File: config.mk
export PLATFORM = sky130hd
export DESIGN_NAME = ni_packetizer
export DESIGN_NICKNAME = d
export VERILOG_FILES = /design/src/rtl/noc_pkg.sv /design/src/rtl/ni_credit_counter.sv /design/src/rtl/ni_packetizer.sv
export SDC_FILE = /design/constraint.sdc
export NUM_CORES = 1
export LEC_CHECK = 0
export ABC_AREA = 0
export CAP_MARGIN = 10
export CORE_MARGIN = 2
export CORE_UTILIZATION = 52
export CTS_BUF_LIST = sky130_fd_sc_hd__clkbuf_2 sky130_fd_sc_hd__clkbuf_4 sky130_fd_sc_hd__clkbuf_8
export CTS_CLUSTER_DIAMETER = 150
export DETAILED_ROUTE_END_ITERATION = 6
export GPL_TIMING_DRIVEN = 0
export PLACE_DENSITY = 0.91
export SETUP_SLACK_MARGIN = 0.02
export SLEW_MARGIN = 40
export SYNTH_ARGS = -nofsm -noshare
export SYNTH_HDL_FRONTEND = slang
export SYNTH_SLANG_ARGS = --single-unit
File: constraint.sdc
create_clock -name Clk -period 3.7 [get_ports Clk]
set_input_delay 0.555 -clock Clk [delete_from_list [all_inputs] [get_ports Clk]]
set_output_delay 0.555 -clock Clk [all_outputs]
set_load 0.05 [all_outputs]
File: src/rtl/noc_pkg.sv
// Shared NoC definitions: flit geometry, header pack/unpack helpers and the
// NI transmit FSM state encoding.
package noc_pkg;

  localparam int COORD_W = 2;
  localparam int LEN_W   = 4;
  localparam int FLIT_W  = 2*COORD_W + LEN_W;

  typedef struct packed {
    logic [COORD_W-1:0] dst_x;
    logic [COORD_W-1:0] dst_y;
    logic [LEN_W-1:0]   len;
  } hdr_t;

  typedef enum logic [1:0] {IDLE, HEAD, BODY} ni_state_e;

  function automatic logic [FLIT_W-1:0] pack_header(hdr_t h);
    return {h.dst_x, h.dst_y, h.len};
  endfunction

  function automatic hdr_t unpack_header(logic [FLIT_W-1:0] f);
    hdr_t h;
    h.dst_x = f[FLIT_W-1 -: COORD_W];
    h.dst_y = f[LEN_W +: COORD_W];
    h.len   = f[LEN_W-1:0];
    return h;
  endfunction

endpackage

File: src/rtl/ni_credit_counter.sv
// Downstream-FIFO credit tracker shared by all NI ports. Starts full; a
// returned credit with the counter already full is flagged as a sticky error.
module ni_credit_counter #(
  parameter int CREDITS = 8,
  parameter int CW      = $clog2(CREDITS+1)
) (
  input  logic          Clk,
  input  logic          Rst,
  input  logic          consume,
  input  logic          credit_in,
  output logic [CW-1:0] cnt,
  output logic          has_credit,
  output logic          credit_err
);

  localparam logic [CW-1:0] MAX = CW'(CREDITS);

  assign has_credit = (cnt != '0);

  always_ff @(posedge Clk) begin
    if (Rst) begin
      cnt        <= MAX;
      credit_err <= 1'b0;
    end else begin
      // Simultaneous consume and return cancel out; consume is gated upstream by has_credit.
      if (consume && !credit_in) begin
        cnt <= cnt - CW'(1);
      end else if (credit_in && !consume) begin
        if (cnt == MAX) credit_err <= 1'b1;
        else            cnt        <= cnt + CW'(1);
      end
    end
  end

endmodule

File: src/rtl/ni_packetizer.sv
// NI transmit side for the router local port: header flit + LEN body flits,
// credit-gated so the router's local input FIFO can never overflow.
module ni_packetizer
  import noc_pkg::*;
#(
  parameter int CREDITS = 8
) (
  input  logic               Clk,
  input  logic               Rst,
  input  logic               req_valid,
  output logic               req_ready,
  input  logic [COORD_W-1:0] req_dst_x,
  input  logic [COORD_W-1:0] req_dst_y,
  input  logic [LEN_W-1:0]   req_len,
  input  logic               pl_valid,
  output logic               pl_ready,
  input  logic [FLIT_W-1:0]  pl_data,
  output logic [FLIT_W-1:0]  flit_out,
  output logic               Write,
  input  logic               credit_in,
  output logic               pkt_done,
  output logic               busy,
  output logic               credit_err
);

  localparam int CW = $clog2(CREDITS+1);

  ni_state_e         state, state_nxt;
  hdr_t              hdr_q;
  logic [LEN_W-1:0]  remaining;
  logic              send, done_nxt, has_credit;
  logic [FLIT_W-1:0] flit_nxt;
  logic [CW-1:0]     cnt;

  ni_credit_counter #(.CREDITS(CREDITS), .CW(CW)) u_credit (
    .Clk        (Clk),
    .Rst        (Rst),
    .consume    (send),
    .credit_in  (credit_in),
    .cnt        (cnt),
    .has_credit (has_credit),
    .credit_err (credit_err)
  );

  assign req_ready = (state == IDLE);
  assign pl_ready  = (state == BODY) && has_credit;
  assign busy      = (state != IDLE);

  always_comb begin
    state_nxt = state;
    send      = 1'b0;
    done_nxt  = 1'b0;
    flit_nxt  = pl_data;
    case (state)
      IDLE: if (req_valid) state_nxt = HEAD;
      HEAD: if (has_credit) begin
        send     = 1'b1;
        flit_nxt = pack_header(hdr_q);
        if (hdr_q.len == '0) begin
          done_nxt  = 1'b1;
          state_nxt = IDLE;
        end else begin
          state_nxt = BODY;
        end
      end
      BODY: if (pl_valid && has_credit) begin
        send = 1'b1;
        if (remaining == LEN_W'(1)) begin
          done_nxt  = 1'b1;
          state_nxt = IDLE;
        end
      end
      default: state_nxt = IDLE;
    endcase
  end

  always_ff @(posedge Clk) begin
    if (Rst) begin
      state     <= IDLE;
      hdr_q     <= '0;
      remaining <= '0;
      flit_out  <= '0;
      Write     <= 1'b0;
      pkt_done  <= 1'b0;
    end else begin
      state    <= state_nxt;
      Write    <= send;
      pkt_done <= done_nxt;
      if (send) flit_out <= flit_nxt;
      if (state == IDLE && req_valid) begin
        hdr_q.dst_x <= req_dst_x;
        hdr_q.dst_y <= req_dst_y;
        hdr_q.len   <= req_len;
      end
      if (state == HEAD && send)      remaining <= hdr_q.len;
      else if (state == BODY && send) remaining <= remaining - LEN_W'(1);
    end
  end

endmodule

### After elaboration in Yosys (flattened, before gate mapping)

Index checks and enable logic that the tools add are counted.

* register bits: 29
* output and inout bits: 14
* word-level logic and storage cells: 62

* add/subtract/negate cells: 3
* equal/unequal tests: 9
* multiplexer cells: 21
* bitwise gates (word level): 1
* reductions and logical operators: 18

Operators by type and width (number)
* 4-bit 2-to-1 mux: 5
* 8-bit 2-to-1 mux: 2
* 2-bit 2-to-1 mux: 5
* 4-bit by 1-bit subtractor with 4-bit output (second input constant): 2
* 1-bit logical AND: 7
* 1-bit 2-to-1 mux: 6
* 2-bit by 1-bit != test with 1-bit output (second input constant): 3
* 2-bit case mux with 3 select lines: 1
* 2-bit nonzero test: 3
* 4-bit by 1-bit adder with 4-bit output (second input constant): 1
* 4-bit by 1-bit equality test with 1-bit output (second input constant): 1
* 4-bit equality test (second input constant): 1
* 4-bit zero test: 1
* 2-bit != test (second input constant): 2
* 1-bit case mux with 2 select lines: 2
* 4-bit AND reduction: 1
* 4-bit nonzero test: 1
* 3-bit AND reduction: 1
* 2-bit by 1-bit equality test with 1-bit output (second input constant): 1
* 2-bit equality test (second input constant): 1
* 1-bit zero test: 2
* 2-bit zero test: 1
* 2-bit AND reduction: 1
* 1-bit NOT: 1

### Longest topological paths before layout

* depth in word-level cells: 8
* mapped depth: 12
* mapped depth without buffers: 11

### Modules after synthesis

From an unflattened synthesis, not the netlist that was laid out.

* cell total of the unflattened synthesis: 185
* area, all modules: 1601.5 µm²

Modules (own cells, without submodules)
* ni_packetizer: instances 1, cells each 146, area an instance 1268.7 µm², sequential area each 480.5 µm²
* ni_credit_counter: instances 1, cells each 39, area an instance 332.8 µm², sequential area each 100.1 µm²

### Least setup slack after synthesis

OpenSTA, ideal clock, no wires.

* path kind: flip-flop to flip-flop
* start point: register state[0]
* end point: register u_credit.cnt[2]
* arrival time: 2.565 ns
* slack: 1.065 ns
* cell stages (with the launch flop): 13
* buffers on the path: 1
* clock period less this slack: 2.635 ns
* path through: dfxtp_1 inv_1 ha_1 a21oi_1 nor3b_4 buf_6 ha_1 xor2_1 ha_1 a21oi_1 xor2_1 or4_1 a21oi_1

* cells in the longest elaborated chain, start to end: 6

RTL lines
* from (decl): line ni_packetizer.sv:28 `ni_state_e state, state_nxt;`
* from (signal assigned): line ni_packetizer.sv:86 `state <= state_nxt;`
* 2-bit equality test / 2-bit by 1-bit equality test with 1-bit output (equally long branches): line ni_packetizer.sv:54 `case (state)`
* 1-bit case mux with 2 select lines *: line ni_packetizer.sv:54
* via send: line ni_packetizer.sv:31 `logic send, done_nxt, has_credit;`
* 1-bit zero test: line ni_credit_counter.sv:28 `end else if (credit_in && !consume) begin`
* 1-bit logical AND: line ni_credit_counter.sv:28
* 2-bit nonzero test (no source line)
* 2-bit AND reduction (no source line)
* to (signal assigned): line ni_credit_counter.sv:27 `cnt <= cnt - CW'(1);`
* to (signal assigned): line ni_credit_counter.sv:30 `else cnt <= cnt + CW'(1);`
* to (decl): line ni_credit_counter.sv:11 `output logic [CW-1:0] cnt,`

The timed path passes the listed nets; every way through them passes the cells marked *.
A chain may end at the register's enable or synchronous reset.

### Final worst setup path

Ends and elaborated chain as after synthesis.

==> impl_metrics.csv <==
group,metric,value,unit
outcome,outcome,"finished clean",
die,die_h,58.6,um
setup_path,cp-startpoint,"state[0]",
clock_tree,clock_path_buffers,2,
global_routing,overflow,0,
power,switching_share,30.3,%
logic_synthesis,avgSynthCellArea,8.37,sq um
setup_path,worst-setup-path-type,"reg -> reg",
detailed_routing,wl_met3,244,um
clock_tree,cts_resized,0,
global_routing,antenna_found_initial,0,
sta,clock_skew,0.00421,ns
logic_synthesis,ys_async_sr_fraction,0,%
setup_path,cp_data_required_time,3.97,ns
cells_and_area,antenna_cells,0,
die,die_area,3430,sq um
clock_tree,cts-root-buf,"clkbuf_4",
detailed_routing,route.detailed.drc,0,
sta,timing.fmax,335,MHz
setup_path,regToRegStartpoint,"state[0]",
detailed_routing,drt_iter0_drc,48,
setup_path,cp-start-kind,"flop",
logic_synthesis,synth_ff_type,"dfxtp_1",
die,ioPinCount,35,
sta,worst_slew_pin_slew,0.541,ns
sta,fin_crit,2.99,ns
cells_and_area,final.fill_count,231,
power,p_total,0.841,mW
sta,max_slew_margin,63.9,%
logic_synthesis,ys_ff_latch,29,
logic_synthesis,netlist_area,1550,sq um
clock_tree,cts_tree,"done",
logic_synthesis,synth_seq_area_share,37.5,%
die,placementRows,19,
power,p_per_area,420,nW/um^2
logic_synthesis,ys_types,39,
logic_synthesis,synth_edf_count,0,
power,switchingPower,0.255,mW
global_routing,grt_max_degree,12,
place,gp_congestion,0.787,
clock_tree,clkTransAtPathRegs,0.10,ns
global_routing,grt_pass1_vias,1393,
die,core-area,2780,sq um
cells_and_area,nNetsFinal,255,
detailed_routing,met2_length,1740,um
clock_tree,cts_sinks,29,
logic_synthesis,yosysTopAreaCellShare,37.5,%
cells_and_area,drive_above_1_share,9.29,%
logic_synthesis,syn-num-nets,215,
cells_and_area,synthToLayoutAreaGrowth,29.6,%
job,max-cap-violations,0,
detailed_routing,drt_pre_antenna_iters,4,
hold_path,worstHoldStart,"Rst",
die,die_w,58.6,um
setup_path,path_max_fanout,11,
sta,setup_tns,0,ns
cells_and_area,fin_util,72.1,%
sta,hold_viol_final,0,
clock_tree,cts_setup_buffers,0,
detailed_routing,ant_nets,0,
place,io_buffers,33,
hold_path,hold_path.class,"in -> reg",
clock_tree,clock_latency,0.33,ns
logic_synthesis,yosysTopAreaCell,"dfxtp_1",
power,p_int,0.586,mW
sta,drv_slew,0,
clock_tree,cts_buffers,5,
place,dp_hpwl,2680,um
setup_path,critPathArrivalTime,3.26,ns
sta,finalSetupViolations,0,
cells_and_area,ff_latch_area,581,sq um
global_routing,grt.total_usage,24.6,%
sta,fin_crit_sh,80.7,%
power,clkPwrFrac,33.8,%
power,pwr-share-comb,25.2,%
power,leakage,0.764,nW
power,vdd_drop_max,0.408,mV
sta,rsz0062_at_grt,"false",
global_routing,grt_first_pass_wirelength,6360,um
detailed_routing,wl_per_cell,14.4,um
logic_synthesis,synthTopCellsByArea,"dfxtp_1 38%, a21oi_1 7.8%, nand2_1 7.8%",
clock_tree,cts_max_level,2,
detailed_routing,vias_per_cell,5.77,
detailed_routing,drt_wl_total,3700,um
cells_and_area,multi_input_area,848,sq um
power,seqPwrFrac,41.1,%
logic_synthesis,syn_inst,185,
logic_synthesis,yosys_warnings,0,
cells_and_area,final_area,2010,sq um
die,start_util,55.6,%
setup_path,crit_path_end_kind,"flop",
detailed_routing,top_layer,"met4",
detailed_routing,wl_met1,1650,um
place,placed_cell_area,1920,sq um
detailed_routing,route.vias.total,1483,
clock_tree,ctsHoldBuffers,0,
sta,timing.hold.ws,0.451,ns
==> path summary, 6_finish.rpt <==
kind / endpoint / slack (ns) / depth (start not counted)
setup / recovery: u_credit.cnt[2] / 0.71 / 12
hold / removal: flit_out[7] / 0.45 / 2
setup reg to reg: u_credit.cnt[2] / 0.71 / 12
hold reg to reg: hdr_q[4] / 0.47 / 2
==> sequential cells by signal, summed over array words and instances, names as in the netlist <==
| register | cells |
|---|---|
| flit_out | 8 |
| hdr_q | 8 |
| remaining | 4 |
| u_credit.cnt | 4 |
| state | 2 |
| Write | 1 |
| pkt_done | 1 |
| u_credit.credit_err | 1 |
==> metrics by stage <==
stage               instances  setup WS, ns
finish                    257         0.714
global route              257         0.409
detailed placement        249         0.367
global placement          249         0.412
floorplan                 185          1.06
CTS                       257         0.682
==> synth_stat cells (all sizes together), types with 2 or more instances <==
cell type,instances
nand3b,2
clkbuf,6
dfxtp,29
nor2,16
nor3b,3
a211oi,4
or4,2
nand3,11
ha,9
o21ai,4
mux2i,2
a311oi,5
xor2,3
inv,9
nor4,2
nand2b,3
a21oi,24
buf,3
nand2,32
==> power by group through the flow <==
stage	clock [mW]	combinational [mW]	sequential [mW]
detailed placement	0	0.210	0.352
global route	0.301	0.230	0.348
floorplan	0	0.112	0.378
finish	0.284	0.212	0.345
global placement	0	0.205	0.352
CTS	0.286	0.211	0.345
==> final cells by class <==
type	instances	share of cell area (%)
multi-input cells	137	42.3
flip-flops and latches	29	28.9
plain buffers	9	3.81
repair buffers	33	16.5
clock inverters	1	1.50
well taps	31	1.93
inverters	10	2.12
clock buffers	7	2.93
==> critical path, stage by stage, from the launching register on <==
cell and delay, ns:
dfxtp_1 0.34, inv_1 0.08, ha_1 0.28, a21oi_1 0.14, nor3b_4 0.50, buf_6 0.23, ha_1 0.29, xor2_1 0.17
ha_1 0.16, a21oi_1 0.05, xor2_1 0.15, or4_1 0.40, a21oi_1 0.15
==> metal layers <==
layer | up-vias | global-route usage (%)
met3 | 8 | 7.03
met4 | 0 | 11.3
met1 | 688 | 32.7
met2 | 54 | 36.9
met5 | - | 0
li1 | 733 | -
==> logic make-up after synthesis <==
kind of cell | Yosys count | synth area share (%)
flops | 29 | 37.5
mux | 2 | 1.29
fa+ha+maj | 9 | 7.28
simple gates | 77 | 25.6
xor+xnor | 3 | 1.70
compound gates | 46 | 18.9
buf+inv | 19 | 7.68
==> cells in the final DEF (no fill, tap or decap), types with 2 or more instances in the layout <==
| master | netlist | routed |
|---|---|---|
| nor3b_1 | 2 | 2 |
| a211oi_1 | 4 | 4 |
| nand2_1 | 32 | 32 |
| mux2i_1 | 2 | 2 |
| clkbuf_4 | 0 | 6 |
| nand3b_1 | 2 | 2 |
| clkbuf_8 | 2 | 3 |
| nand3_1 | 11 | 11 |
| inv_1 | 9 | 9 |
| dfxtp_1 | 29 | 29 |
| a21oi_1 | 24 | 24 |
| xor2_1 | 3 | 3 |
| ha_1 | 9 | 9 |
| a311oi_1 | 5 | 5 |
| clkdlybuf4s50_1 | 0 | 33 |
| buf_6 | 3 | 3 |
| nor2_1 | 16 | 16 |
| nand2b_1 | 3 | 3 |
| clkbuf_1 | 4 | 4 |
| o21ai_0 | 4 | 4 |
No activity file was read; power rests on OpenSTA's default activity.
